`src/rtl/mul_pkg.sv`:
```
// Shared types and decode helpers for the RV32M multiply sequencer.
package mul_pkg;

  localparam int unsigned OPC_W = 3;

  // funct3[1:0] of the legal multiply encodings.
  typedef enum logic [1:0] {
    MUL    = 2'b00,
    MULH   = 2'b01,
    MULHSU = 2'b10,
    MULHU  = 2'b11
  } mul_op_e;

  typedef enum logic [1:0] {
    IDLE  = 2'b00,
    BUSY  = 2'b01,
    DONE  = 2'b10,
    DRAIN = 2'b11
  } mul_state_e;

  // funct3 values 1xx are not multiplies.
  function automatic logic is_legal(input logic [OPC_W-1:0] f3);
    return !f3[2];
  endfunction

  // Every multiply except MUL returns the upper product word.
  function automatic logic is_hi(input mul_op_e op);
    return op != MUL;
  endfunction

  function automatic logic rs1_signed(input mul_op_e op);
    return (op == MULH) || (op == MULHSU);
  endfunction

  function automatic logic rs2_signed(input mul_op_e op);
    return op == MULH;
  endfunction

endpackage

```
`src/rtl/mul_fuse_cache.sv`:
```
// Last-result cache: extended operand tags plus the full product of the
// most recent completed multiply. MUL matches on the low operand bits only,
// because its low product word does not depend on the extension bit.
module mul_fuse_cache #(
  parameter int unsigned XLEN = 32
) (
  input  logic              clk,
  input  logic              rst,
  input  logic              fill,
  input  logic              inval,
  input  logic [XLEN:0]     fill_a,
  input  logic [XLEN:0]     fill_b,
  input  logic [2*XLEN-1:0] fill_prod,
  input  logic [XLEN:0]     req_a,
  input  logic [XLEN:0]     req_b,
  input  logic              lo_only,
  output logic              hit_c,
  output logic [2*XLEN-1:0] product
);

  localparam int unsigned EW = XLEN + 1;

  logic [EW-1:0] tag_a;
  logic [EW-1:0] tag_b;
  logic          valid;

  // Tag/product register; invalidation wins over a fill.
  always_ff @(posedge clk) begin
    if (rst) begin
      tag_a   <= '0;
      tag_b   <= '0;
      valid   <= 1'b0;
      product <= '0;
    end else if (inval) begin
      valid <= 1'b0;
    end else if (fill) begin
      tag_a   <= fill_a;
      tag_b   <= fill_b;
      valid   <= 1'b1;
      product <= fill_prod;
    end
  end

  // Tag compare, full width unless only the low word is wanted.
  always_comb begin
    hit_c = 1'b0;
    if (valid) begin
      if (lo_only) begin
        hit_c = (req_a[XLEN-1:0] == tag_a[XLEN-1:0]) &&
                (req_b[XLEN-1:0] == tag_b[XLEN-1:0]);
      end else begin
        hit_c = (req_a == tag_a) && (req_b == tag_b);
      end
    end
  end

endmodule

```
`src/rtl/mul_ctrl.sv`:
```
// Sequencer between the EX stage and the iterative multiplier.
// Latches extended operands, pulses start, stalls the pipeline until done,
// and returns the low or high product word with a one-cycle flagM.
// Optional: define MUL_FUSE_EN to reuse the last product for a request
// with matching operands (e.g. MULH followed by MUL).
module mul_ctrl
  import mul_pkg::*;
#(
  parameter int unsigned XLEN        = 32,
  parameter int unsigned TIMEOUT_CYC = 64
) (
  input  logic              clk,
  input  logic              rst,
  input  logic              mul_use,
  input  logic [2:0]        mul_opcode,
  input  logic [XLEN-1:0]   operand1,
  input  logic [XLEN-1:0]   operand2,
  input  logic              flush,
  output logic              start,
  output logic [XLEN:0]     mul_a,
  output logic [XLEN:0]     mul_b,
  input  logic              done,
  input  logic [2*XLEN-1:0] mul_product,
  output logic              stall,
  output logic [XLEN-1:0]   result_m,
  output logic              flagM,
  output logic              timeout_err
);

  localparam int unsigned EW = XLEN + 1;
  localparam int unsigned PW = 2 * XLEN;
  localparam int unsigned CW = $clog2(TIMEOUT_CYC + 1);
  localparam logic [CW-1:0] CNT_MAX = CW'(TIMEOUT_CYC);

  mul_state_e      state, state_n;
  mul_op_e         op_q, op_n, req_op;
  logic [CW-1:0]   cnt, cnt_n, cnt_inc;
  logic [EW-1:0]   ext_a, ext_b, a_n, b_n;
  logic [XLEN-1:0] res_n;
  logic            start_n, flag_n, terr_n;
  logic            req_c, tmo_c, hit_c;
  logic [PW-1:0]   cache_prod;

  // Low word for MUL, high word for the MULH family.
  function automatic logic [XLEN-1:0] pick(input logic [PW-1:0] p, input mul_op_e op);
    return is_hi(op) ? p[PW-1:XLEN] : p[XLEN-1:0];
  endfunction

  // Request decode and operand extension.
  always_comb begin
    req_op  = mul_op_e'(mul_opcode[1:0]);
    req_c   = mul_use && !flush && is_legal(mul_opcode);
    ext_a   = {rs1_signed(req_op) & operand1[XLEN-1], operand1};
    ext_b   = {rs2_signed(req_op) & operand2[XLEN-1], operand2};
    cnt_inc = cnt + CW'(1);
  end

  // Watchdog: fires only when nothing else ends the wait this cycle.
  always_comb begin
    tmo_c = 1'b0;
    case (state)
      BUSY:    tmo_c = !flush && !done && (cnt_inc >= CNT_MAX);
      DRAIN:   tmo_c = !done && (cnt_inc >= CNT_MAX);
      default: tmo_c = 1'b0;
    endcase
  end

  // Pipeline freeze while a request is being accepted or is in flight.
  assign stall = ((state == IDLE) && req_c) ||
                 (state == BUSY) ||
                 ((state == DRAIN) && mul_use);

`ifdef MUL_FUSE_EN
  logic fill_c;
  logic inval_c;

  assign fill_c  = (state == BUSY) && done && !flush;
  assign inval_c = tmo_c;

  mul_fuse_cache #(
    .XLEN (XLEN)
  ) u_cache (
    .clk       (clk),
    .rst       (rst),
    .fill      (fill_c),
    .inval     (inval_c),
    .fill_a    (mul_a),
    .fill_b    (mul_b),
    .fill_prod (mul_product),
    .req_a     (ext_a),
    .req_b     (ext_b),
    .lo_only   (req_op == MUL),
    .hit_c     (hit_c),
    .product   (cache_prod)
  );
`else
  assign hit_c      = 1'b0;
  assign cache_prod = '0;
`endif

  // Next-state and next-output logic.
  always_comb begin
    state_n = state;
    cnt_n   = cnt;
    op_n    = op_q;
    a_n     = mul_a;
    b_n     = mul_b;
    start_n = 1'b0;
    flag_n  = 1'b0;
    res_n   = result_m;
    terr_n  = timeout_err;
    case (state)
      IDLE: begin
        cnt_n = '0;
        if (req_c) begin
          op_n = req_op;
          if (hit_c) begin
            res_n   = pick(cache_prod, req_op);
            flag_n  = 1'b1;
            state_n = DONE;
          end else begin
            a_n     = ext_a;
            b_n     = ext_b;
            start_n = 1'b1;
            state_n = BUSY;
          end
        end
      end
      BUSY: begin
        cnt_n = cnt_inc;
        if (flush) begin
          // A done in the flush cycle already drained the multiplier.
          state_n = done ? IDLE : DRAIN;
        end else if (done) begin
          res_n   = pick(mul_product, op_q);
          flag_n  = 1'b1;
          state_n = DONE;
        end else if (tmo_c) begin
          terr_n  = 1'b1;
          state_n = IDLE;
        end
      end
      DONE: begin
        cnt_n   = '0;
        state_n = IDLE;
      end
      DRAIN: begin
        cnt_n = cnt_inc;
        if (done) begin
          state_n = IDLE;
        end else if (tmo_c) begin
          terr_n  = 1'b1;
          state_n = IDLE;
        end
      end
      default: state_n = IDLE;
    endcase
  end

  // State and registered outputs.
  always_ff @(posedge clk) begin
    if (rst) begin
      state       <= IDLE;
      cnt         <= '0;
      op_q        <= MUL;
      mul_a       <= '0;
      mul_b       <= '0;
      start       <= 1'b0;
      flagM       <= 1'b0;
      result_m    <= '0;
      timeout_err <= 1'b0;
    end else begin
      state       <= state_n;
      cnt         <= cnt_n;
      op_q        <= op_n;
      mul_a       <= a_n;
      mul_b       <= b_n;
      start       <= start_n;
      flagM       <= flag_n;
      result_m    <= res_n;
      timeout_err <= terr_n;
    end
  end

endmodule

```
`config.mk`:
```
export PLATFORM = sky130hd
export DESIGN_NAME = mul_ctrl
export DESIGN_NICKNAME = d
export VERILOG_FILES = /design/src/rtl/mul_pkg.sv /design/src/rtl/mul_fuse_cache.sv /design/src/rtl/mul_ctrl.sv
export SDC_FILE = /design/constraint.sdc
export NUM_CORES = 1
export LEC_CHECK = 0
export ABC_AREA = 1
export BUFFER_PORTS_ARGS = -buffer_cell sky130_fd_sc_hd__buf_2
export CAP_MARGIN = 20
export CORE_ASPECT_RATIO = 1.75
export CORE_MARGIN = 2
export CORE_UTILIZATION = 40
export DETAILED_ROUTE_END_ITERATION = 8
export PLACE_DENSITY = 0.79
export REMOVE_ABC_BUFFERS = 1
export SLEW_MARGIN = 20
export SYNTH_ARGS = -nofsm -noshare
export SYNTH_HDL_FRONTEND = slang
export SYNTH_HIERARCHICAL = 1
export SYNTH_SLANG_ARGS = --single-unit
```
`constraint.sdc`:
```
create_clock -name clk -period 1.6 [get_ports clk]
set_clock_uncertainty 0.2 [all_clocks]
set_input_delay 0 -clock clk [delete_from_list [all_inputs] [get_ports clk]]
set_output_delay 0 -clock clk [all_outputs]
set_load 0.05 [all_outputs]
```
==> flow_metrics.tcl, run 1 <==
set metrics [dict create \
    ys_types 27 \
    die_height_um 146 \
    areaGrowthSynthToFinish_pct 66.5 \
    power_density_mw_per_mm2 869 \
    clk_pin_slew_worst_paths_ns 0.07 \
    cts.sinks 112 \
    grt_pass1_vias 5650 \
    route.detailed.wl_per_inst_um 15.0 \
    place_area_mm2 0.00598 \
    maxSlewViolCount 0 \
    hold_end "start" \
    synth.ff_latch_count 112 \
    globalRouteOverflowTotal 0 \
    power.leakage_nw 3.62 \
    violations "hold timing" \
    drtPass1Iterations 5 \
    fin_area_mm2 0.00769 \
    r2r_cells 6 \
    htreeDepth 3 \
    max_freq_mhz 632 \
    grt_pass1_wl_mm 26.4 \
    syn_area_per_cell_um2 7.94 \
    dieArea_mm2 0.0125 \
    reg2reg_from "state[0]" \
    worstReg2RegEnd "mul_b[13]" \
    crit_path_max_fanout 3 \
    hold_viol 1 \
    ir_drop_mv 0.803 \
    crit_chain "inv_2 > nor2_4 > buf_6 > inv_1 > o211ai_1 > buf_4" \
    synth_seq_area_share 0.485 \
    tns_ns 0 \
    pre_cts_ws_ns 0.0953 \
    rsz0062_at_grt "true" \
    drive_gt1_frac 0.336 \
    critPathMaxStageDelay_ns 0.38 \
    critical_path_cell_count 6 \
    final_util 0.676 \
    rows 52 \
    finalCritPeriodShare 0.989 \
    antenna_found_initial 0 \
    layout.nets 1089 \
    gp_congestion 0.807 \
    hp-class "input pin to flip-flop" \
    ant_nets 0 \
    worst_pin_slew_ns 0.327 \
    fin_cells 1091 \
    syn_area_mm2 0.00462 \
    slew_headroom 0.782 \
    yosys.area.top_type "dfxtp_1" \
    crit_family "buffers and inverters" \
    drt_wl_total_mm 16.4 \
    io-pin-count 238 \
    clk_latency_ns 0.34 \
    n_antenna_cell 0 \
    core_mm2 0.0114 \
    cp.required_ns 1.40 \
    grt_usage 0.260 \
    place_inst 935 \
    report.power.total_mw 6.69 \
    finalWorstSetupSlack_ns 0.0177 \
    drc 0 \
    yosys-top-cells-area "dfxtp_1 49%, nor2_1 14%, a211oi_2 7.9%" \
    path_class "flip-flop to primary output" \
    drt-vias-per-instance 5.03 \
    clockBufferDepth 2 \
    io_buffers 237 \
    hold-path-cell-count 5 \
    cap_violations 0 \
    cp-end-kind "primary output" \
    start_kind "flip-flop" \
    dpl.hpwl_mm 9.53 \
    hp-start "flush" \
    ctsRootBufferMaster "clkbuf_16" \
    yosysWarnings 6 \
    grt_max_degree 51 \
    worst-endpoint-arrival_ns 1.38 \
    synthCells 582 \
    cp_num_buf_inv 4 \
    min_period_ns 1.58 \
    hold_slack_ns -0.0104 \
    slowest_stage "dfxtp_4" \
    cts_inserted_buffers 9 \
    drt_iter0_markers 211 \
    setup_violations 0 \
    start_util 0.406 \
    status "complete, but fails checks" \
    cts_tree "yes" \
    vias 5488 \
    synth_top_area_frac 0.485 \
    r2r_slack_ns 0.06 \
    die_x_um 85.3 \
]
per-layer routing:
layer / wire length (um) / GRT usage / part of all wire / up-vias
met2: 8610 / 0.477 / 0.53 / 282
met1: 5880 / 0.269 / 0.36 / 2508
li1: - / - / - / 2639
met5: 0 / 0 / 0 / -
met3: 1230 / 0.0577 / 0.075 / 59
met4: 653 / 0.133 / 0.040 / 0
state kept, by name, summed over array words and instances, names as in the netlist:
name	flops
op_q	2
mul_a	33
timeout_err	1
flagM	1
cnt	7
start	1
state	2
result_m	32
mul_b	33
timing repair:
item	4_1_cts	5_1_grt
hold buffers	135	1
setup endpoints to repair	1	43
endpoints found under the hold margin	104	1
gates resized for setup	7	19
pin swaps	2	1
setup buffers	5	0
gates cloned	0	0
tightest hold or removal path, stage by stage:
cell and delay (ns):
buf_2 0.12, nor2_2 0.06, nand3_4 0.07, buf_4 0.18, nor2_1 0.05
placed cells by master (no fill, tap or decap), types with 2 or more instances in the layout:
cell and instances:
nor2_1 168, buf_6 4, o21ai_1 15, a21oi_1 44, buf_2 236, clkbuf_16 9
dlygate4sd3_1 135, inv_1 47, inv_8 2, clkinv_4 2, nand2_1 17, o21ai_0 52
nor3_1 33, nor2_2 2, dfxtp_1 110, buf_4 18, buf_12 6, nand3_1 5
a211oi_1 3, a211oi_2 29, ha_1 2, nor2_4 3
synthesized netlist by cell type:
cell type,instances
o211a_1,1
buf_4,3
nand2_1,17
o21ai_1,1
a21oi_1,44
o211ai_1,1
clkbuf_1,15
nor2_4,2
or2_0,1
nand2_2,1
o21ai_0,66
nor3_1,33
a211oi_1,3
nor2_2,3
buf_1,1
nor2_1,168
buf_6,3
nand3_4,1
inv_1,48
ha_1,2
inv_4,1
o21bai_1,1
nand3_1,6
a211oi_2,29
buf_8,3
buf_2,16
dfxtp_1,112
worst max-delay path by stage:
| stage | startpoint | endpoint | slack (ns) |
|---|---|---|---|
| 2_1_floorplan | op_q[1] | result_m[0] | -1.13 |
| 3_3_place_gp | state[0] | stall | 0.15 |
| 3_5_place_dp | state[0] | result_m[31] | 0.1 |
| 4_1_cts | state[0] | stall | -0.02 |
| 5_1_grt | state[1] | stall | -0.04 |
| 6_report | state[0] | stall | 0.02 |
layout make-up:
type                            count  area [um^2]
Fill cell                         831         3690
Timing Repair Buffer              399         2830
Sequential cell                   112         2250
Multi-Input combinational cell    380         1960
Clock buffer                        9          225
Inverter                           49          191
Tap cell                          135          169
Clock inverter                      7         66.3
power breakdown:
| group | switching (mW) | total (mW) | internal [mW] |
|---|---|---|---|
| clock | 1.06 | 2.15 | 1.09 |
| sequential | 0.0661 | 2.97 | 2.91 |
| combinational | 0.946 | 1.56 | 0.616 |
cells by family (layout without fill, tap and decap cells):
kind of cell / after synthesis / in the layout / synth area share
compound gates: 146 / 146 / 0.209
fa+ha+maj: 2 / 2 / 0.00541
buf+inv: 90 / 464 / 0.0926
flops: 112 / 112 / 0.485
simple gates: 232 / 232 / 0.208
Power figures use the tool's default switching activity.
==> run 2: changes to the inputs <==
Settings changed: ABC_AREA 1 to 0, CORE_MARGIN 2 to unset, PLACE_DENSITY 0.79 to 0.83.
Clock period 1.6 ns to 1.42 ns, I/O delays scaled along.
==> run 2 against run 1 <==
Effect of this change:
- the flow finishes with violations (setup timing)
- core utilization rose by 9.6 points
- flip-flop and latch count did not move
- via count rose by 5.1%
- register-to-register slack worse by 0.26 ns
- count of clock-buffer cells in the layout rose by 1
- setup slack worse by 0.22 ns
- critical path type is now flip-flop to flip-flop
- critical endpoint is now mul_a[18]
- largest power group unchanged
==> flow_metrics.tcl, run 2 <==
set metrics [dict create \
    hold-path-cell-count 7 \
    cts_inserted_buffers 9 \
    cp.required_ns 1.50 \
    power.switching_mw 2.22 \
    core_mm2 0.0108 \
    syn_area_mm2 0.00443 \
    synthArstFlopShare 0 \
    yosys.area.top_type "dfxtp_1" \
    hold_end "start" \
    min_period_ns 1.62 \
    violations "setup timing" \
    drt-vias-per-instance 5.36 \
    drt_iter0_markers 265 \
    synth_seq_area_share 0.506 \
    synth_most_common_cell "nand2_1" \
    antenna_found_initial 4 \
    seq_power_share 0.444 \
    start_kind "flip-flop" \
    grt_max_degree 38 \
    clock_power_share 0.331 \
    worst-endpoint-arrival_ns 1.69 \
    p_int_mw 5.22 \
    io-pin-count 238 \
    worstReg2RegEnd "mul_a[18]" \
    status "complete, but fails checks" \
    ctsRootBufferMaster "clkbuf_16" \
    power_frac_comb 0.225 \
    crit_path_max_fanout 13 \
    synth.ff_latch_count 112 \
    r2r_cells 6 \
    reg.largest.list "mul_a (33), mul_b (33), result_m (32)" \
    seq_area_mm2 0.00225 \
    ir_drop_mv 0.688 \
    synthCells 535 \
    vias 5769 \
    power_density_mw_per_mm2 896 \
    die_x_um 81.6 \
    cts.sinks 112 \
    final_common_cell "buf_2" \
    synth_edf_count 0 \
    die_height_um 141 \
    htreeDepth 3 \
    io_buffers 237 \
    rsz0062_at_grt "true" \
    maxSlewViolCount 0 \
    setup_violations 101 \
    r2r_slack_ns -0.20 \
    cp_num_buf_inv 2 \
    reg2reg_from "state[1]" \
    finalWorstSetupSlack_ns -0.198 \
    hp-start "mul_opcode[2]" \
    final_cell_mix "235 x buf_2, 156 x nand2_1, 136 x dlygate4sd3_1, 105 x dfxtp_1, 56 x a21oi_1" \
    areaGrowthSynthToFinish_pct 87.4 \
    grt_pass1_vias 5962 \
    yosys-top-cells-area "dfxtp_1 51%, nand2_1 14%, a21oi_1 8.0%" \
    ys_top_cells_by_count "169 x nand2_1, 112 x dfxtp_1, 71 x a21oi_1, 40 x nor2_1, 34 x o21ai_0" \
    critPathMaxStageDelay_ns 0.35 \
    ant_nets 0 \
    finalCritPeriodShare 1.14 \
    slew_headroom 0.754 \
    swShare 0.298 \
    dpl.hpwl_mm 8.83 \
    slowest_stage "dfxtp_2" \
    route.detailed.wl_per_inst_um 18.3 \
    globalRouteOverflowTotal 0 \
    cp_common_cell "buf_12" \
    hp-class "input pin to flip-flop" \
    clockBufferDepth 2 \
    drt_wl_total_mm 19.8 \
    nFillCells 627 \
    worst_pin_slew_ns 0.368 \
    gp_congestion 0.814 \
    dieArea_mm2 0.0115 \
    grt_pass1_wl_mm 29.2 \
    path_class "flip-flop to flip-flop" \
    power.leakage_nw 3.69 \
    cap_violations 0 \
    report.power.total_mw 7.44 \
    clk_latency_ns 0.35 \
    cts_tree "yes" \
    synth_top_area_frac 0.506 \
    hold_viol 0 \
    grt_usage 0.340 \
    drive_gt1_frac 0.416 \
    drc 0 \
    rows 50 \
    synthFlopType "dfxtp_1" \
    yosysWarnings 6 \
    ys_types 30 \
    syn_area_per_cell_um2 8.28 \
    crit_family "simple AND/OR/NAND/NOR gates" \
    crit_chain "nor2_4 > and3_4 > buf_12 > buf_12 > nand2_1 > a21oi_2" \
    max_freq_mhz 618 \
    final_util 0.772 \
    start_util 0.412 \
    clk_pin_slew_worst_paths_ns 0.08 \
    drtPass1Iterations 5 \
    layout.nets 1076 \
    multi_input_area_mm2 0.00212 \
    cp-end-kind "flip-flop" \
]
-- run 2: final cells by class --
class,instances,share of cell area
tap,130,0.0196
multi-input combinational,375,0.255
timing repair buffer,436,0.417
clock buffer,10,0.0276
antenna,4,0.00121
clock inverter,6,0.00663
sequential,112,0.271
inverter,4,0.00181
-- run 2: stage by stage --
step	hold WS (ns)	worst slack [ns]	TNS, ns	area (um^2)	cells
2_1_floorplan	-0.132	-1.17	-94.19	4200	491
3_3_place_gp	0.0407	-0.0522	-1.23	5990	898
3_5_place_dp	0.0465	-0.117	-3.89	5990	898
4_1_cts	0.0983	-0.114	-2.63	8150	1070
5_1_grt	0.139	-0.220	-11.21	8300	1077
6_report	0.120	-0.198	-7.49	8300	1077
-- run 2: repair_timing --
action	CTS	global route
pin swaps	12	4
gates resized for setup	61	22
hold endpoints to repair	104	0
setup endpoints to repair	94	104
hold buffers	136	0
cloned	8	2
buffers inserted	12	1
-- run 2: worst reg2reg max path, cell delays in order (launching register included) --
cell,delay [ns]
dfxtp_2,0.35
nor2_4,0.14
and3_4,0.23
buf_12,0.17
buf_12,0.16
nand2_1,0.12
a21oi_2,0.18
-- run 2: how the worst max path moves through the flow --
stage | cells after the start | end | slack (ns) | from
floorplan | 3 | result_m[0] | -1.17 | state[0]
global placement | 4 | result_m[24] | -0.05 | state[1]
detailed placement | 4 | result_m[28] | -0.12 | state[1]
CTS | 5 | result_m[1] | -0.11 | state[1]
global route | 6 | mul_a[18] | -0.22 | state[1]
finish | 6 | mul_a[18] | -0.20 | state[1]
-- run 2: cell families (layout without fill, tap and decap cells) --
logic type	count (synthesis)	after routing	synth area share
and+or+nand+nor	226	226	0.202
muxes	1	1	0.00226
adders and majority gates	2	2	0.00565
xor gates and xnor gates	5	5	0.00989
buffers and inverters	48	456	0.0565
other	0	4	0
AOI/OAI and AO/OA	141	141	0.218
DFF	112	112	0.506
-- run 2: power groups by stage --
| stage | Combinational (mW) | Sequential, mW | Clock (mW) |
|---|---|---|---|
| global placement | 1.12 | 3.36 | 0 |
| CTS | 1.56 | 3.29 | 2.47 |
| finish | 1.67 | 3.30 | 2.46 |
| floorplan | 0.282 | 3.70 | 0 |
| global route | 1.76 | 3.31 | 2.61 |
| detailed placement | 1.13 | 3.36 | 0 |
-- run 2: metal layers --
| metal | GRT usage | wire, um |
|---|---|---|
| met5 | 0 | 0 |
| met4 | 0.284 | 1370 |
| met3 | 0.118 | 1580 |
| met2 | 0.587 | 10400 |
| met1 | 0.304 | 6440 |
